$ cat config.mk
export PLATFORM = sky130hd
export DESIGN_NAME = clkdiv_prog
export DESIGN_NICKNAME = d
export VERILOG_FILES = /design/src/rtl/clkdiv_prog.sv
export SDC_FILE = /design/constraint.sdc
export NUM_CORES = 1
export LEC_CHECK = 0
export CAP_MARGIN = 20
export CELL_PAD_IN_SITES_DETAIL_PLACEMENT = 0
export CELL_PAD_IN_SITES_GLOBAL_PLACEMENT = 1
export CORE_MARGIN = 4
export CORE_UTILIZATION = 43
export CTS_CLUSTER_SIZE = 12
export DETAILED_ROUTE_END_ITERATION = 16
export DONT_BUFFER_PORTS = 1
export PLACE_DENSITY = 0.7
export SLEW_MARGIN = 20
export SYNTH_ARGS = -nofsm -noshare
export SYNTH_HDL_FRONTEND = slang
export SYNTH_SLANG_ARGS = --single-unit
$ cat constraint.sdc
create_clock -name clk -period 10.9 [get_ports clk]
set_input_delay 2.18 -clock clk [delete_from_list [all_inputs] [get_ports clk]]
set_output_delay 2.18 -clock clk [all_outputs]
set_load 0.1 [all_outputs]
$ cat src/rtl/clkdiv_prog.sv
// Programmable clock-enable divider: square or one-cycle-pulse output at clk/N,
// with a valid/ready loaded configuration that takes effect at a period boundary.
module clkdiv_prog #(
  parameter int unsigned WIDTH        = 16,
  parameter int unsigned DEFAULT_DIV  = 4,
  parameter int unsigned DEFAULT_MODE = 0
) (
  input  logic             clk,
  input  logic             reset,
  input  logic             en,
  input  logic [WIDTH-1:0] div_in,
  input  logic             mode_in,
  input  logic             load_valid,
  output logic             load_ready,
  output logic             load_err,
  output logic             out,
  output logic             tick,
  output logic [WIDTH-1:0] cur_div
);

  localparam logic [WIDTH-1:0] DIV_RST  = WIDTH'(DEFAULT_DIV);
  localparam logic [WIDTH-1:0] HALF_RST = WIDTH'((DEFAULT_DIV + 1) >> 1);
  localparam logic             MODE_RST = 1'(DEFAULT_MODE);
  localparam logic [WIDTH-1:0] ONE      = WIDTH'(1);
  localparam logic [WIDTH-1:0] ZERO     = WIDTH'(0);

  // Active configuration; cur_div doubles as the active divisor register
  logic [WIDTH-1:0] cnt, cnt_nxt;
  logic [WIDTH-1:0] half_q, half_nxt;
  logic             mode_q, mode_nxt;
  logic [WIDTH-1:0] div_nxt;

  // Pending configuration; load_ready low means a request is pending
  logic [WIDTH-1:0] pend_div, pend_div_nxt;
  logic             pend_mode, pend_mode_nxt;
  logic             ready_nxt;

  logic             out_nxt;
  logic             tick_nxt;
  logic             err_nxt;

  logic             last;
  logic [WIDTH-1:0] cnt_inc;
  logic [WIDTH-1:0] pend_half;
  logic             pend_valid;
  logic             apply;
  logic             accept;
  logic             capture;
  logic             reject;

  // Output value for count c under divisor n, half-period h and mode m
  function automatic logic f_out(input logic [WIDTH-1:0] c,
                                 input logic [WIDTH-1:0] n,
                                 input logic [WIDTH-1:0] h,
                                 input logic             m);
    if (m) f_out = (c == n - ONE);
    else   f_out = (c < h);
  endfunction

  // Next-state logic
  always_comb begin
    cnt_nxt       = cnt;
    div_nxt       = cur_div;
    half_nxt      = half_q;
    mode_nxt      = mode_q;
    pend_div_nxt  = pend_div;
    pend_mode_nxt = pend_mode;
    ready_nxt     = load_ready;
    out_nxt       = out;
    tick_nxt      = 1'b0;
    err_nxt       = 1'b0;

    last       = (cnt == cur_div - ONE);
    cnt_inc    = last ? ZERO : cnt + ONE;
    // (N+1)>>1 needs one extra bit so N = 2^WIDTH-1 does not wrap
    pend_half  = WIDTH'(({1'b0, pend_div} + (WIDTH+1)'(1)) >> 1);
    pend_valid = !load_ready;
    apply      = pend_valid && (!en || last);
    accept     = load_valid && load_ready;
    capture    = accept && (div_in != ZERO);
    reject     = accept && (div_in == ZERO);

    if (apply) begin
      div_nxt   = pend_div;
      mode_nxt  = pend_mode;
      half_nxt  = pend_half;
      ready_nxt = 1'b1;
      if (en) begin
        cnt_nxt  = ZERO;
        out_nxt  = f_out(ZERO, pend_div, pend_half, pend_mode);
        tick_nxt = (pend_div == ONE);
      end else begin
        // Re-arm so the next enabled edge begins a fresh period
        cnt_nxt = pend_div - ONE;
        out_nxt = 1'b0;
      end
    end else if (en) begin
      cnt_nxt  = cnt_inc;
      out_nxt  = f_out(cnt_inc, cur_div, half_q, mode_q);
      tick_nxt = (cnt_inc == cur_div - ONE);
    end

    // Capture and apply never coincide: capture requires an empty pending slot
    if (capture) begin
      pend_div_nxt  = div_in;
      pend_mode_nxt = mode_in;
      ready_nxt     = 1'b0;
    end
    err_nxt = reject;
  end

  // State and output registers
  always_ff @(posedge clk) begin
    if (reset) begin
      cnt        <= DIV_RST - ONE;
      cur_div    <= DIV_RST;
      half_q     <= HALF_RST;
      mode_q     <= MODE_RST;
      pend_div   <= DIV_RST;
      pend_mode  <= MODE_RST;
      load_ready <= 1'b1;
      out        <= 1'b0;
      tick       <= 1'b0;
      load_err   <= 1'b0;
    end else begin
      cnt        <= cnt_nxt;
      cur_div    <= div_nxt;
      half_q     <= half_nxt;
      mode_q     <= mode_nxt;
      pend_div   <= pend_div_nxt;
      pend_mode  <= pend_mode_nxt;
      load_ready <= ready_nxt;
      out        <= out_nxt;
      tick       <= tick_nxt;
      load_err   <= err_nxt;
    end
  end

endmodule

==> Word-level counts from Yosys, hierarchy flattened <==
Cells that the tools add are included.
{ "op_classes": {"n_addsub": 4, "n_lt_le_gt_ge": 2, "eq_ne": 3, "n_mux": 14, "n_reduce_logical": 12} }
{ "ops": {"columns": ["operator", "count"], "rows": [
  ["16-bit 2-to-1 mux", 4],
  ["16-bit equality test", 2],
  ["16-bit zero test", 2],
  ["16-bit by 1-bit subtractor with 16-bit output, second input constant", 2],
  ["16-bit by 1-bit adder with 17-bit output, second input constant", 1],
  ["16-bit by 1-bit adder with 16-bit output, second input constant", 1],
  ["16-bit by 1-bit equality test with 1-bit output, second input constant", 1],
  ["1-bit by 16-bit < comparator with 1-bit output, first input constant", 1],
  ["16-bit < comparator", 1],
  ["16-bit nonzero test", 1],
  ["1-bit 2-to-1 mux", 10],
  ["1-bit logical AND", 4],
  ["2-bit nonzero test", 2],
  ["1-bit zero test", 2],
  ["1-bit logical OR", 1]
]} }
{ "word_totals": {"reg_bits": 70, "input_bits": 21, "output_inout_bits": 20, "elab_cells": 45} }

==> Longest topological paths before layout <==
Gate-level depths: netlist (run 1).
{ "logic_depth": {"word_depth": 7, "mapped_depth": 19} }

==> Least setup slack after synthesis (run 1) <==
No wires, ideal clock.
{ "synth_path": {"kind": "register to register", "from": "reg cur_div[0]", "to": "reg out", "arrival_ns": 4.573, "required_ns": 10.814, "slack_ns": 6.241, "stages_incl_launch_ff": 20, "n_path_buf": 1, "synth_period_minus_slack_ns": 4.659, "path_cell_list": "dfxtp_1 -> inv_1 -> ha_1 -> xor2_1 -> o211ai_1 -> or4_1 -> nor4_1 -> nand4_1 -> nor2_4 -> buf_2 -> nor2_1 -> ha_1 -> nand2_1 -> o21ai_0 -> a21o_1 -> a211oi_1 -> o2111ai_1 -> nor4_1 -> nor3_1 -> a211oi_1"} }
{ "synth_between": {"elab_chain_len": 7} }
{ "synth_rtl": {"columns": ["element", "line_no", "source"], "rows": [
  ["start: declaration", "18", "output logic [WIDTH-1:0] cur_div"],
  ["start signal: assignment", "127", "cur_div <= div_nxt;"],
  ["16-bit by 1-bit subtractor with 16-bit output (*)", "56, 73", null],
  ["16-bit equality test", "73", "last = (cnt == cur_div - ONE);"],
  ["16-bit 2-to-1 mux", "74", "cnt_inc = last ? ZERO : cnt + ONE;"],
  ["16-bit < comparator or 16-bit equality test (tied branches)", "57, 56", null],
  ["1-bit 2-to-1 mux", "56", "if (m) f_out = (c == n - ONE);"],
  ["1-bit 2-to-1 mux", "97", "end else if (en) begin"],
  ["1-bit 2-to-1 mux", "83", "if (apply) begin"],
  ["end signal: assignment", "133", "out <= out_nxt;"],
  ["end: declaration", "16", "output logic out,"]
]} }
Mark *: on every way between the ends. The rest lies on a longest branch, timed or not. The select of a mux whose other input is x is not followed.
A chain may end at the register's enable or synchronous reset.

==> Worst setup path in the final report (run 1) <==
Ends and elaborated chain as after synthesis.

==> metrics.txt, run 1 <==
number of remaining DRC errors=0; ys flop type=dfxtp_1; met2 Usage GRT=0.396; pin count of the biggest net entering global routing=71; Starting Density=0.438; Sequential Area=1400 um^2; Setup crit end kind=flip-flop; GR met1 Demand/Resource=0.328; first-pass detailed-route iteration total=5; R2R depth=18; DRT antenna net count=0; DP HPWL=13200 um; count leader, synth=nor2_1; Placed Area=5600 um^2; Static Leak=2.09 nW; Slew HR=0.256; run status=finished clean; number of buffers added on ports=0; total grt overflow=0; share of layout cells above drive strength 1=0.0711; worst hold slack=0.495 ns; Max Buffers Root-to-Sink=2; CP arrival=5.85 ns; root buffer cell=clkbuf_16; initial antenna violation count=0; Die H=121 um; hold endpoint=half_q[13]; worst vdd ir=72.9 uV; Hold Startpoint=half_q[13]; CTS tree=done; final worst path period need=5.61 ns; worst setup margin=5.29 ns; total wire length=17700 um; vias in the first global route=4969; final core occ=0.464; post-cts sizing count=0; gr usage total=0.243; global-route track usage on met3=0.0322; initial drt markers=366; post-layout instance area=5860 um^2; syn avg cell area=7.73 um^2; postcts setup bufs=0; Synth Cell Area=5530 um^2; Inserted Diodes=0; total CTS buffers=9; Pins Over Slew Limit=0; Least-Margin Pin Slew=1.11 ns; site row count=41; clk_skew=0.00894 ns; CTS clock-pin slew for the worst setup and hold paths=0.06 ns; Max FO, Critical Path=18; Die X=121 um; io pins=41; FF-to-FF setup slack=5.29 ns; synth top area cells=dfxtp_1 (25%), mux2i_1 (7.8%), nor2_1 (7.7%); Synth top cells by count=nor2_1 (114), dfxtp_1 (70), mux2i_1 (43), nand2_1 (43), xnor2_1 (43); fin crit share=0.515; Max-Cap Viols=0; first-pass GRT wire length=27800 um; drt wl/cell=20.5 um; register area share after synthesis=0.253; clk sinks=70; Multi-input gate area=3740 um^2; Critical Path Start Type=flip-flop; Final Hold Fails=0; RSZ-0062 raised after global routing=no; DR vias=5162; Yosys top cell by area=dfxtp_1; filler cell count=1332; Setup violations, final=0; Post-synth EDFFs=0; f_max=178 MHz; Synth Register Bits=70; Ys Warns=0; vias per cell=6.00; CTS H-Tree Depth=3; dpl ws=5.47 ns; cts hold-fix bufs=0; synth unique cells=76; post-synth net total=758; post-synth top area share=0.253; worst skew pair latency=0.34 ns; Hold Crit Class=flip-flop to flip-flop; Reg-to-Reg End=out; Final #Nets=726; worst hold stages=2; Core Box Area=12600 um^2; TNS Setup=0 ns; Final Wtd Congestion=0.917; pwr/cell area=135 nW/um^2; gr busiest metal=met2; Synth Instances=716; die area=14700 um^2; Worst Path Class, Setup=flip-flop to flip-flop; Area Overhead vs Synth=5.83%; Synth async-reset ratio=0; RR Startpoint=cur_div[0]; WP data required=11.14 ns
## area by class of cell
cell class	instances	share of cell area
Multi-Input combinational cell	556	0.640
Sequential cell	70	0.240
Clock buffer	12	0.0404
Tap cell	172	0.0368
Inverter	32	0.0205
Timing Repair Buffer	15	0.0192
Clock inverter	4	0.00406
## per-stage QoR
step / power [mW] / cells
after global routing: 0.832 / 861
after global placement: 0.528 / 845
final: 0.792 / 861
after CTS: 0.797 / 861
after detailed placement: 0.528 / 845
after floorplan: 0.481 / 716
## registers in the layout, indices dropped and copies added, names as in the netlist
register    count
cur_div        16
tick            1
cnt            16
load_ready      1
load_err        1
half_q         16
out             1
pend_mode       1
pend_div       16
mode_q          1
## cells in the final DEF, fill, tap and decap left out, types with 8 or more instances in the layout
cell	Yosys	final
xor2_1	22	22
or3_1	8	8
nand4_1	22	22
xnor2_1	43	43
a21oi_1	23	23
nand3_1	21	21
nor4_1	22	22
nor2b_1	12	11
dfxtp_1	70	69
inv_1	32	32
a211oi_1	21	21
mux2i_1	43	43
nor2_1	114	114
buf_4	2	15
o21ai_0	23	23
nand2_1	43	43
clkbuf_16	0	9
nor3_1	18	18
ha_1	21	21
## worst max path at each step
stage,from,endpoint,slack [ns],cells after the start
final,cur_div[0],out,5.29,18
after global routing,cur_div[0],out,4.71,18
after CTS,cur_div[0],out,5.33,18
after detailed placement,cur_div[0],out,5.47,18
after global placement,cur_div[0],out,5.52,18
after floorplan,cur_div[0],out,6.24,19
## layer usage
layer	routed length, um	vias up
met5	0	-
li1	-	2481
met2	8340	162
met3	999	38
met1	7920	2481
met4	431	0
## critical path: stages (launching register included)
cell	delay, ns
dfxtp_1	0.69
inv_1	0.26
ha_1	0.23
nor3b_2	0.64
nand4_1	0.29
xnor2_1	0.28
a2111oi_0	0.44
nand4_1	0.25
nor2_4	0.47
nor2_1	0.14
ha_1	0.33
a21oi_1	0.16
o21ai_0	0.09
a21o_1	0.19
a211oi_1	0.27
o2111ai_1	0.19
nor4_1	0.25
nor3_1	0.12
a211oi_1	0.23
## power by group
| group | total (mW) | internal (mW) | switching (mW) |
|---|---|---|---|
| clock | 0.266 | 0.153 | 0.113 |
| sequential | 0.312 | 0.270 | 0.0412 |
| combinational | 0.215 | 0.0853 | 0.130 |
## kinds of logic (layout without fill, tap and decap cells)
logic type               Yosys count  in the layout  share of synthesized area
AO/OA/AOI/OAI                    117            117                      0.146
XOR/XNOR                          69             69                      0.118
adder cells (fa/ha/maj)           21             21                     0.0475
buffers and inverters             90             63                     0.0703
flip-flops                        70             70                      0.253
multiplexers                      45             45                     0.0819
AND/OR/NAND/NOR                  304            304                      0.282
Note: power is estimated with default switching activity, not from simulation.
==> inputs of run 2 (changes only) <==
Clock period 10.9 ns to 5.44 ns, I/O delays scaled along.
==> metrics.txt, run 2 (synthesized netlist as in run 1, its figures left out) <==
Max Buffers Root-to-Sink=2; Least-Margin Pin Slew=1.08 ns; Starting Density=0.438; WP data required=5.65 ns; first-pass GRT wire length=27300 um; DRT antenna net count=0; Critical Path Start Type=flip-flop; total wire length=17300 um; final core occ=0.467; Die H=121 um; Worst Path Class, Setup=flip-flop to flip-flop; Area Overhead vs Synth=6.60%; Max FO, Critical Path=18; Final #Nets=730; Pins Over Slew Limit=0; CTS clock-pin slew for the worst setup and hold paths=0.06 ns; Inserted Diodes=0; Static Leak=2.11 nW; run status=finished clean; clk sinks=70; Core Box Area=12600 um^2; DR vias=5090; pwr/cell area=268 nW/um^2; share of layout cells above drive strength 1=0.0765; initial antenna violation count=0; Max-Cap Viols=0; Die X=121 um; gr usage total=0.240; postcts setup bufs=0; drt wl/cell=20.0 um; clk_skew=0.0106 ns; Slew HR=0.277; fin crit share=0.878; most common cell after layout, fill and taps aside=nor2_1; worst vdd ir=158 uV; DP HPWL=13100 um; Final Hold Fails=0; CTS H-Tree Depth=3; CTS tree=done; cts hold-fix bufs=0; post-cts sizing count=0; Hold Crit Class=flip-flop to flip-flop; total CTS buffers=9; first-pass detailed-route iteration total=6; f_max=209 MHz; vias per cell=5.88; TNS Setup=0 ns; die area=14700 um^2; RSZ-0062 raised after global routing=no; pin count of the biggest net entering global routing=71; io pins=41; vias in the first global route=4939; most frequent cells in the layout=nor2_1 (114), dfxtp_1 (69), xnor2_1 (43), nand2_1 (43), mux2i_1 (43); total grt overflow=0; number of remaining DRC errors=0; Setup crit end kind=flip-flop; initial drt markers=409; CP arrival=4.98 ns; site row count=41; root buffer cell=clkbuf_16; Setup violations, final=0; final worst path period need=4.77 ns; worst skew pair latency=0.34 ns; number of buffers added on ports=0; Final Wtd Congestion=0.972
## run 2: report_power, final
| group | switching, mW | internal (mW) |
|---|---|---|
| registers | 0.0809 | 0.542 |
| clock network | 0.222 | 0.307 |
| logic | 0.256 | 0.173 |
## run 2: path summary, 6_finish.rpt
path,from,endpoint,slack (ns),depth (start not counted)
worst max-delay path,cur_div[0],out,0.67,15
worst min-delay path,half_q[14],half_q[14],0.50,2
worst max register to register,cur_div[0],out,0.67,15
worst min register to register,half_q[14],half_q[14],0.50,2
## run 2: worst max-delay path, stage by stage, from the launching register on
cell	delay, ns
dfxtp_1	0.37
nor4_1	0.76
nand4b_1	0.28
xnor2_2	0.31
xnor2_1	0.15
or3_1	0.46
nor2_4	0.43
nor2_1	0.15
ha_1	0.34
nand4_1	0.16
nor4_1	0.40
o21ai_0	0.23
o2111ai_1	0.17
nor4_1	0.08
nor3_1	0.25
a211oi_1	0.10
## run 2: metal layers
metal  track usage  routed length, um  up-vias
li1              -                  -     2505
met1         0.320               7920     2394
met5             0                  0        -
met3        0.0312                863       35
met2         0.382               8000      156
met4         0.114                487        0
## run 2: metrics by stage
stage	hold WS [ns]	worst slack (ns)	area (um^2)	instances	total power [mW]
floorplan	0.460	0.781	5530	716	0.964
global placement	0.480	0.748	5640	849	1.06
detailed placement	0.489	0.724	5640	849	1.06
CTS	0.497	0.677	5900	865	1.59
global route	0.522	0.275	5900	865	1.66
finish	0.499	0.665	5900	865	1.58
## run 2: final cells by class
class / instances / area [um^2]
Fill cell: 1314 / 6720
Multi-Input combinational cell: 556 / 3740
Sequential cell: 70 / 1400
Clock buffer: 12 / 236
Tap cell: 172 / 215
Timing Repair Buffer: 19 / 155
Inverter: 32 / 120
Clock inverter: 4 / 23.8
